[config.mk]
export PLATFORM = sky130hd
export DESIGN_NAME = ic_fill_sched
export DESIGN_NICKNAME = d
export VERILOG_FILES = /design/src/rtl/ic_pkg.sv /design/src/rtl/ic_pri_enc.sv /design/src/rtl/ic_fill_sched.sv
export SDC_FILE = /design/constraint.sdc
export NUM_CORES = 1
export LEC_CHECK = 0
export ABC_AREA = 1
export BUFFER_PORTS_ARGS = -buffer_cell sky130_fd_sc_hd__buf_2
export CAP_MARGIN = 20
export CORE_MARGIN = 2
export CORE_UTILIZATION = 63
export CTS_CLUSTER_DIAMETER = 30
export DETAILED_ROUTE_END_ITERATION = 12
export GPL_TIMING_DRIVEN = 0
export PLACE_DENSITY_LB_ADDON = 0.05
export SETUP_SLACK_MARGIN = 0.02
export SLEW_MARGIN = 30
export SYNTH_ARGS = -nofsm -noshare
export SYNTH_HDL_FRONTEND = slang
export SYNTH_SLANG_ARGS = --single-unit
export TNS_END_PERCENT = 30
[constraint.sdc]
create_clock -name clk -period 6.38 [get_ports clk]
set_input_delay 0 -clock clk [delete_from_list [all_inputs] [get_ports clk]]
set_output_delay 0 -clock clk [all_outputs]
set_load 0.02 [all_outputs]
[src/rtl/ic_pkg.sv]
// Shared types for the icache miss/fill scheduler: xid type, per-xid entry
// state and the saturating increment used by the IC_FILL_STATS_EN counters.
package ic_pkg;

    localparam int IC_NXID = 4;
    localparam int IC_NCTX = 8;
    localparam int IC_AW   = 23;

    typedef logic [$clog2(IC_NXID)-1:0] ic_xid_t;

    typedef enum logic [1:0] {
        FREE   = 2'd0,
        PEND   = 2'd1,
        ISSUED = 2'd2
    } ic_fill_state_e;

    typedef struct packed {
        ic_fill_state_e       state;
        logic [IC_AW-1:0]     addr;
        logic [IC_NCTX-1:0]   ctx_mask;
    } ic_fill_entry_t;

    function automatic logic [15:0] sat_inc(input logic [15:0] v, input logic en);
        return (en && v != 16'hFFFF) ? v + 16'd1 : v;
    endfunction

endpackage

[src/rtl/ic_pri_enc.sv]
// Lowest-index priority encoder with a valid flag.
module ic_pri_enc #(
    parameter int N = 4,
    parameter int W = (N > 1) ? $clog2(N) : 1
) (
    input  logic [N-1:0] req_i,
    output logic [W-1:0] idx_o,
    output logic         valid_o
);

    always_comb begin
        idx_o   = '0;
        valid_o = 1'b0;
        for (int i = N - 1; i >= 0; i--) begin
            if (req_i[i]) begin
                idx_o   = W'(i);
                valid_o = 1'b1;
            end
        end
    end

endmodule

[src/rtl/ic_fill_sched.sv]
// Icache miss/fill scheduler: allocates xids, merges duplicate misses, issues
// line reads and reports fills. Define IC_FILL_STATS_EN for the stat counters.
module ic_fill_sched
    import ic_pkg::*;
#(
    parameter int NXID = IC_NXID,
    parameter int NCTX = IC_NCTX
) (
    input  logic                    clk,
    input  logic                    rst_n,
    input  logic                    miss_valid,
    input  logic [IC_AW-1:0]        miss_addr,
    input  logic [$clog2(NCTX)-1:0] miss_ctx,
    output logic                    miss_ready,
    output logic [IC_AW-1:0]        ic_mem_addr,
    output logic [$clog2(NXID)-1:0] ic_mem_xid,
    output logic                    ic_mem_re,
    input  logic                    mem_ic_ready,
    input  logic                    mem_ic_valid,
    input  logic [$clog2(NXID)-1:0] mem_ic_xid,
    output logic                    fill_valid,
    output logic [IC_AW-1:0]        fill_addr,
    output logic [$clog2(NXID)-1:0] fill_xid,
    output logic [NCTX-1:0]         fill_ctx_mask,
    output logic                    busy,
    output logic [15:0]             stat_miss,
    output logic [15:0]             stat_merge,
    output logic [15:0]             stat_fill
);

    localparam int XW = $clog2(NXID);

    ic_fill_entry_t ent_q [NXID];
    ic_fill_entry_t ent_d [NXID];

    logic [NXID-1:0] free_vec, match_vec, freeing, pend_d_vec;
    logic [XW-1:0]   free_idx, match_idx, pend_idx;
    logic            free_any, match_any, pend_any;
    logic            resp_hit, accept, hs, busy_d;
    logic [NCTX-1:0] ctx_bit;

    logic            ic_mem_re_q;
    logic [IC_AW-1:0] ic_mem_addr_q;
    logic [XW-1:0]   ic_mem_xid_q;
    logic            fill_valid_q, busy_q;
    logic [IC_AW-1:0] fill_addr_q;
    logic [XW-1:0]   fill_xid_q;
    logic [NCTX-1:0] fill_ctx_mask_q;

    // Responses only count against ISSUED entries; anything else is stray.
    assign resp_hit = mem_ic_valid && (ent_q[mem_ic_xid].state == ISSUED);
    assign ctx_bit  = NCTX'(1) << miss_ctx;

    always_comb begin
        for (int i = 0; i < NXID; i++) begin
            free_vec[i]  = (ent_q[i].state == FREE);
            freeing[i]   = resp_hit && (mem_ic_xid == XW'(i));
            match_vec[i] = (ent_q[i].state != FREE) && (ent_q[i].addr == miss_addr) && !freeing[i];
        end
    end

    ic_pri_enc #(.N(NXID), .W(XW)) u_free  (.req_i(free_vec),   .idx_o(free_idx),  .valid_o(free_any));
    ic_pri_enc #(.N(NXID), .W(XW)) u_match (.req_i(match_vec),  .idx_o(match_idx), .valid_o(match_any));
    ic_pri_enc #(.N(NXID), .W(XW)) u_pend  (.req_i(pend_d_vec), .idx_o(pend_idx),  .valid_o(pend_any));

    assign miss_ready = match_any | free_any;
    assign accept     = miss_valid & miss_ready;
    assign hs         = ic_mem_re_q & mem_ic_ready;

    always_comb begin
        busy_d = 1'b0;
        for (int i = 0; i < NXID; i++) begin
            ent_d[i] = ent_q[i];
            if (hs && ic_mem_xid_q == XW'(i))
                ent_d[i].state = ISSUED;
            if (freeing[i]) begin
                ent_d[i].state    = FREE;
                ent_d[i].ctx_mask = '0;
            end
            if (accept && match_any && match_idx == XW'(i))
                ent_d[i].ctx_mask = ent_q[i].ctx_mask | ctx_bit;
            else if (accept && !match_any && free_idx == XW'(i))
                ent_d[i] = '{PEND, miss_addr, ctx_bit};
            pend_d_vec[i] = (ent_d[i].state == PEND);
            busy_d        = busy_d | (ent_d[i].state != FREE);
        end
    end

    always_ff @(posedge clk or negedge rst_n) begin
        if (!rst_n) begin
            for (int i = 0; i < NXID; i++)
                ent_q[i] <= '{FREE, '0, '0};
            ic_mem_re_q     <= 1'b0;
            ic_mem_addr_q   <= '0;
            ic_mem_xid_q    <= '0;
            fill_valid_q    <= 1'b0;
            fill_addr_q     <= '0;
            fill_xid_q      <= '0;
            fill_ctx_mask_q <= '0;
            busy_q          <= 1'b0;
        end else begin
            for (int i = 0; i < NXID; i++)
                ent_q[i] <= ent_d[i];
            // A stalled request stays put; re-select only once it is taken.
            if (!(ic_mem_re_q && !mem_ic_ready)) begin
                ic_mem_re_q <= pend_any;
                if (pend_any) begin
                    ic_mem_addr_q <= ent_d[pend_idx].addr;
                    ic_mem_xid_q  <= pend_idx;
                end
            end
            fill_valid_q <= resp_hit;
            if (resp_hit) begin
                fill_addr_q     <= ent_q[mem_ic_xid].addr;
                fill_xid_q      <= mem_ic_xid;
                fill_ctx_mask_q <= ent_q[mem_ic_xid].ctx_mask;
            end
            busy_q <= busy_d;
        end
    end

    assign ic_mem_re     = ic_mem_re_q;
    assign ic_mem_addr   = ic_mem_addr_q;
    assign ic_mem_xid    = ic_mem_xid_q;
    assign fill_valid    = fill_valid_q;
    assign fill_addr     = fill_addr_q;
    assign fill_xid      = fill_xid_q;
    assign fill_ctx_mask = fill_ctx_mask_q;
    assign busy          = busy_q;

`ifdef IC_FILL_STATS_EN
    logic [15:0] stat_miss_q, stat_merge_q, stat_fill_q;

    always_ff @(posedge clk or negedge rst_n) begin
        if (!rst_n) begin
            stat_miss_q  <= '0;
            stat_merge_q <= '0;
            stat_fill_q  <= '0;
        end else begin
            stat_miss_q  <= sat_inc(stat_miss_q, accept);
            stat_merge_q <= sat_inc(stat_merge_q, accept && match_any);
            stat_fill_q  <= sat_inc(stat_fill_q, resp_hit);
        end
    end

    assign stat_miss  = stat_miss_q;
    assign stat_merge = stat_merge_q;
    assign stat_fill  = stat_fill_q;
`else
    assign stat_miss  = '0;
    assign stat_merge = '0;
    assign stat_fill  = '0;
`endif

endmodule

==> flow_summary.json <==
{
  "start_util_pct": 64.89,
  "yosysSeqAreaShare_pct": 41.02,
  "startpoint_type": "flip-flop",
  "design_area_um2": 13530,
  "post-cts-setup-buffers": 0,
  "synth_edf_count": 0,
  "grt_pass1_wl_mm": 68.70,
  "yosysWarningCount": 0,
  "drive_gt1_share_pct": 12.59,
  "slew_headroom_pct": 32.76,
  "r2r_start": "ent_q[30]",
  "rr_endpoint": "ic_mem_addr[16]",
  "ctsResizeCount": 0,
  "hold_class": "input pin to flip-flop",
  "overflow": 0,
  "critical_path.startpoint": "ent_q[30]",
  "hold_buffers": 20,
  "cts_max_path_buffers": 2,
  "cts.sinks": 193,
  "p_per_area_nw_per_um2": 577.1,
  "path_class": "flip-flop to flip-flop",
  "place_congestion": 1.110,
  "ys_types": 38,
  "pre_cts_slack_ns": 2.637,
  "hold_viol": 0,
  "viasPerCell": 6.140,
  "pin_count": 143,
  "total_power_mw": 7.808,
  "utilization_pct": 74.55,
  "dpl-instance-area_um2": 12720,
  "grt_setup_unrepaired": "no",
  "synth_xor_area_share_pct": 1.339,
  "required_ns": 6.74,
  "hpwl_mm": 33.24,
  "finalSetupViolCount": 0,
  "whs_ns": 0.02724,
  "fmax_mhz": 248.3,
  "clkTransAtPathRegs_ns": 0.09,
  "yosysTopAreaCellShare_pct": 41.02,
  "cts_tree": "done",
  "grt_use_total_pct": 46.66,
  "drv_slew": 0,
  "setup_tns_ns": 0,
  "synth.most_common_cell": "nand2_1",
  "cp-end-kind": "flip-flop",
  "rr_worst_depth": 18,
  "cellLeakagePower_nw": 7.228,
  "dpl.cell_count": 2028,
  "fin_crit_sh_pct": 63.12,
  "synth_top_family_by_area": "simple AND/OR/NAND/NOR gates",
  "synth-compound-area-share_pct": 14.79,
  "synth_mux_area_share_pct": 0,
  "first_global_vias": 12040,
  "grt_start_max_net_pins": 86,
  "drt-initial-drc-count": 2429,
  "coreArea_um2": 18150,
  "ys_async_sr_fraction_pct": 100.0,
  "port_buffers": 83,
  "firstDrtPassIters": 8,
  "syn_inst": 1667,
  "drt-total-wl_mm": 46.09,
  "cts_max_level": 4,
  "final_nets": 1871,
  "cts_inserted_buffers": 17,
  "clk_latency_ns": 0.46,
  "synthFlopType": "dfrtp_1",
  "ys_top_cells_by_area": "dfrtp_1 (41%), nand2_1 (14%), inv_1 (9.3%)",
  "ir_worst_vdd_v": 0.0005850,
  "antenna_found_initial": 2,
  "cap_viol_max_count": 0,
  "endpoint": "ic_mem_addr[16]",
  "fin_ws_ns": 2.353,
  "synthAdderAreaFrac_pct": 0,
  "path_max_fanout": 10,
  "tightest_slew_ns": 1.001,
  "synth_area_um2": 11780,
  "ctsRootBufferMaster": "clkbuf_16",
  "yosys.area.top_type": "dfrtp_1",
  "synthSimpleGateAreaFrac_pct": 26.84,
  "fp.dieH_um": 140.7,
  "wl_per_cell_um": 22.15,
  "syn_area_per_cell_um2": 7.064,
  "syn_to_final_growth_pct": 14.90,
  "r2r_slack_ns": 2.35,
  "cp_data_arrival_time_ns": 4.39,
  "synth_common_cells": "nand2_1 (441), inv_1 (293), dfrtp_1 (193), o21ai_0 (175), nand3_1 (121)",
  "final_cells": 2081,
  "die_area_um2": 19800,
  "drc": 0,
  "dr_total_vias": 12778,
  "period_needed_ns": 4.027,
  "status": "finished, final reports clean",
  "synth-seq-cells": 193,
  "die_w_um": 140.7,
  "clock_skew_ns": 0.01717,
  "row_count": 49,
  "drtAntennaViolNets": 0
}
cells by family (layout without fill, tap and decap cells):
kind of cell,after synthesis,after routing
AO/OA/AOI/OAI,299,299
XOR/XNOR,18,18
buffers and inverters,430,567
flip-flops,193,193
other,1,49
AND/OR/NAND/NOR,726,726
power by group:
group	internal, mW	switching, mW
logic	1.31	3.13
clock network	0.572	0.558
registers	1.81	0.428
total	3.69	4.11
layout by cell type (no fill, tap or decap), types with 9 or more instances in the layout:
cell           synthesis  layout
nand2_1              441     441
inv_1                293     293
dfrtp_1              193     193
o21ai_0              175     175
nand3_1              121     121
buf_2                 22     104
nor2_1                81      81
buf_4                 54      54
conb_1                 1      48
clkbuf_1              46      46
o22ai_1               29      29
a221oi_1              24      24
or2_1                 23      23
nor3_1                20      20
a21oi_1               20      20
dlygate4sd3_1          0      20
xnor2_1               18      18
clkbuf_16              0      17
o31ai_1               16      16
nand4_1               11      11
o21ai_1                9       9
o211ai_1               9       9
final cells by class:
cell class	count	area, um^2
inverter	299	1122
clock inverter	14	168.9
antenna	1	2.502
buffer	131	759.5
timing repair buffer	105	680.7
sequential	193	4830
fill	1473	4618
multi-input combinational	1091	5240
tap	229	286.5
clock buffer	18	439.2
layer usage:
metal / up-vias / routed length (um) / global-route usage [%]
li1: 5546 / - / -
met1: 5756 / 16220 / 60.12
met2: 1182 / 19100 / 67.39
met3: 292 / 7426 / 17.43
met4: 2 / 3258 / 27.74
met5: - / 91 / 0
registers in the layout (all words and copies together), names as in the netlist:
register / flops
busy: 1
ent_q: 132
fill_addr: 23
fill_ctx_mask: 8
fill_valid: 1
fill_xid: 2
ic_mem_addr: 23
ic_mem_re: 1
ic_mem_xid: 2
critical path, cell delays in order, from the launching register on:
cell      delay, ns
dfrtp_1        0.40
xnor2_1        0.41
nand2_1        0.11
nor2_1         0.11
nand2_1        0.05
nor2_1         0.30
nand3_1        0.19
nand2_2        0.16
nor2_8         0.08
nand4_1        0.09
buf_2          0.35
clkbuf_1       0.78
nand2_1        0.08
o21ai_0        0.21
nand3_1        0.13
nand3_1        0.11
nand3_1        0.19
nand2_1        0.12
inv_1          0.04
how the worst min path moves through the flow:
stage                             from            to  slack, ns  depth (start not counted)
after floorplan                  rst_n          busy      -0.30                          0
after global placement    mem_ic_ready     ic_mem_re       0.29                          4
after detailed placement         rst_n  fill_addr[6]      -0.06                          1
after CTS                 miss_addr[5]    ent_q[112]      0.002                          3
after global routing       miss_ctx[1]     ent_q[37]       0.04                          4
final                      miss_ctx[1]     ent_q[37]       0.03                          4
Power figures use the tool's default switching activity.
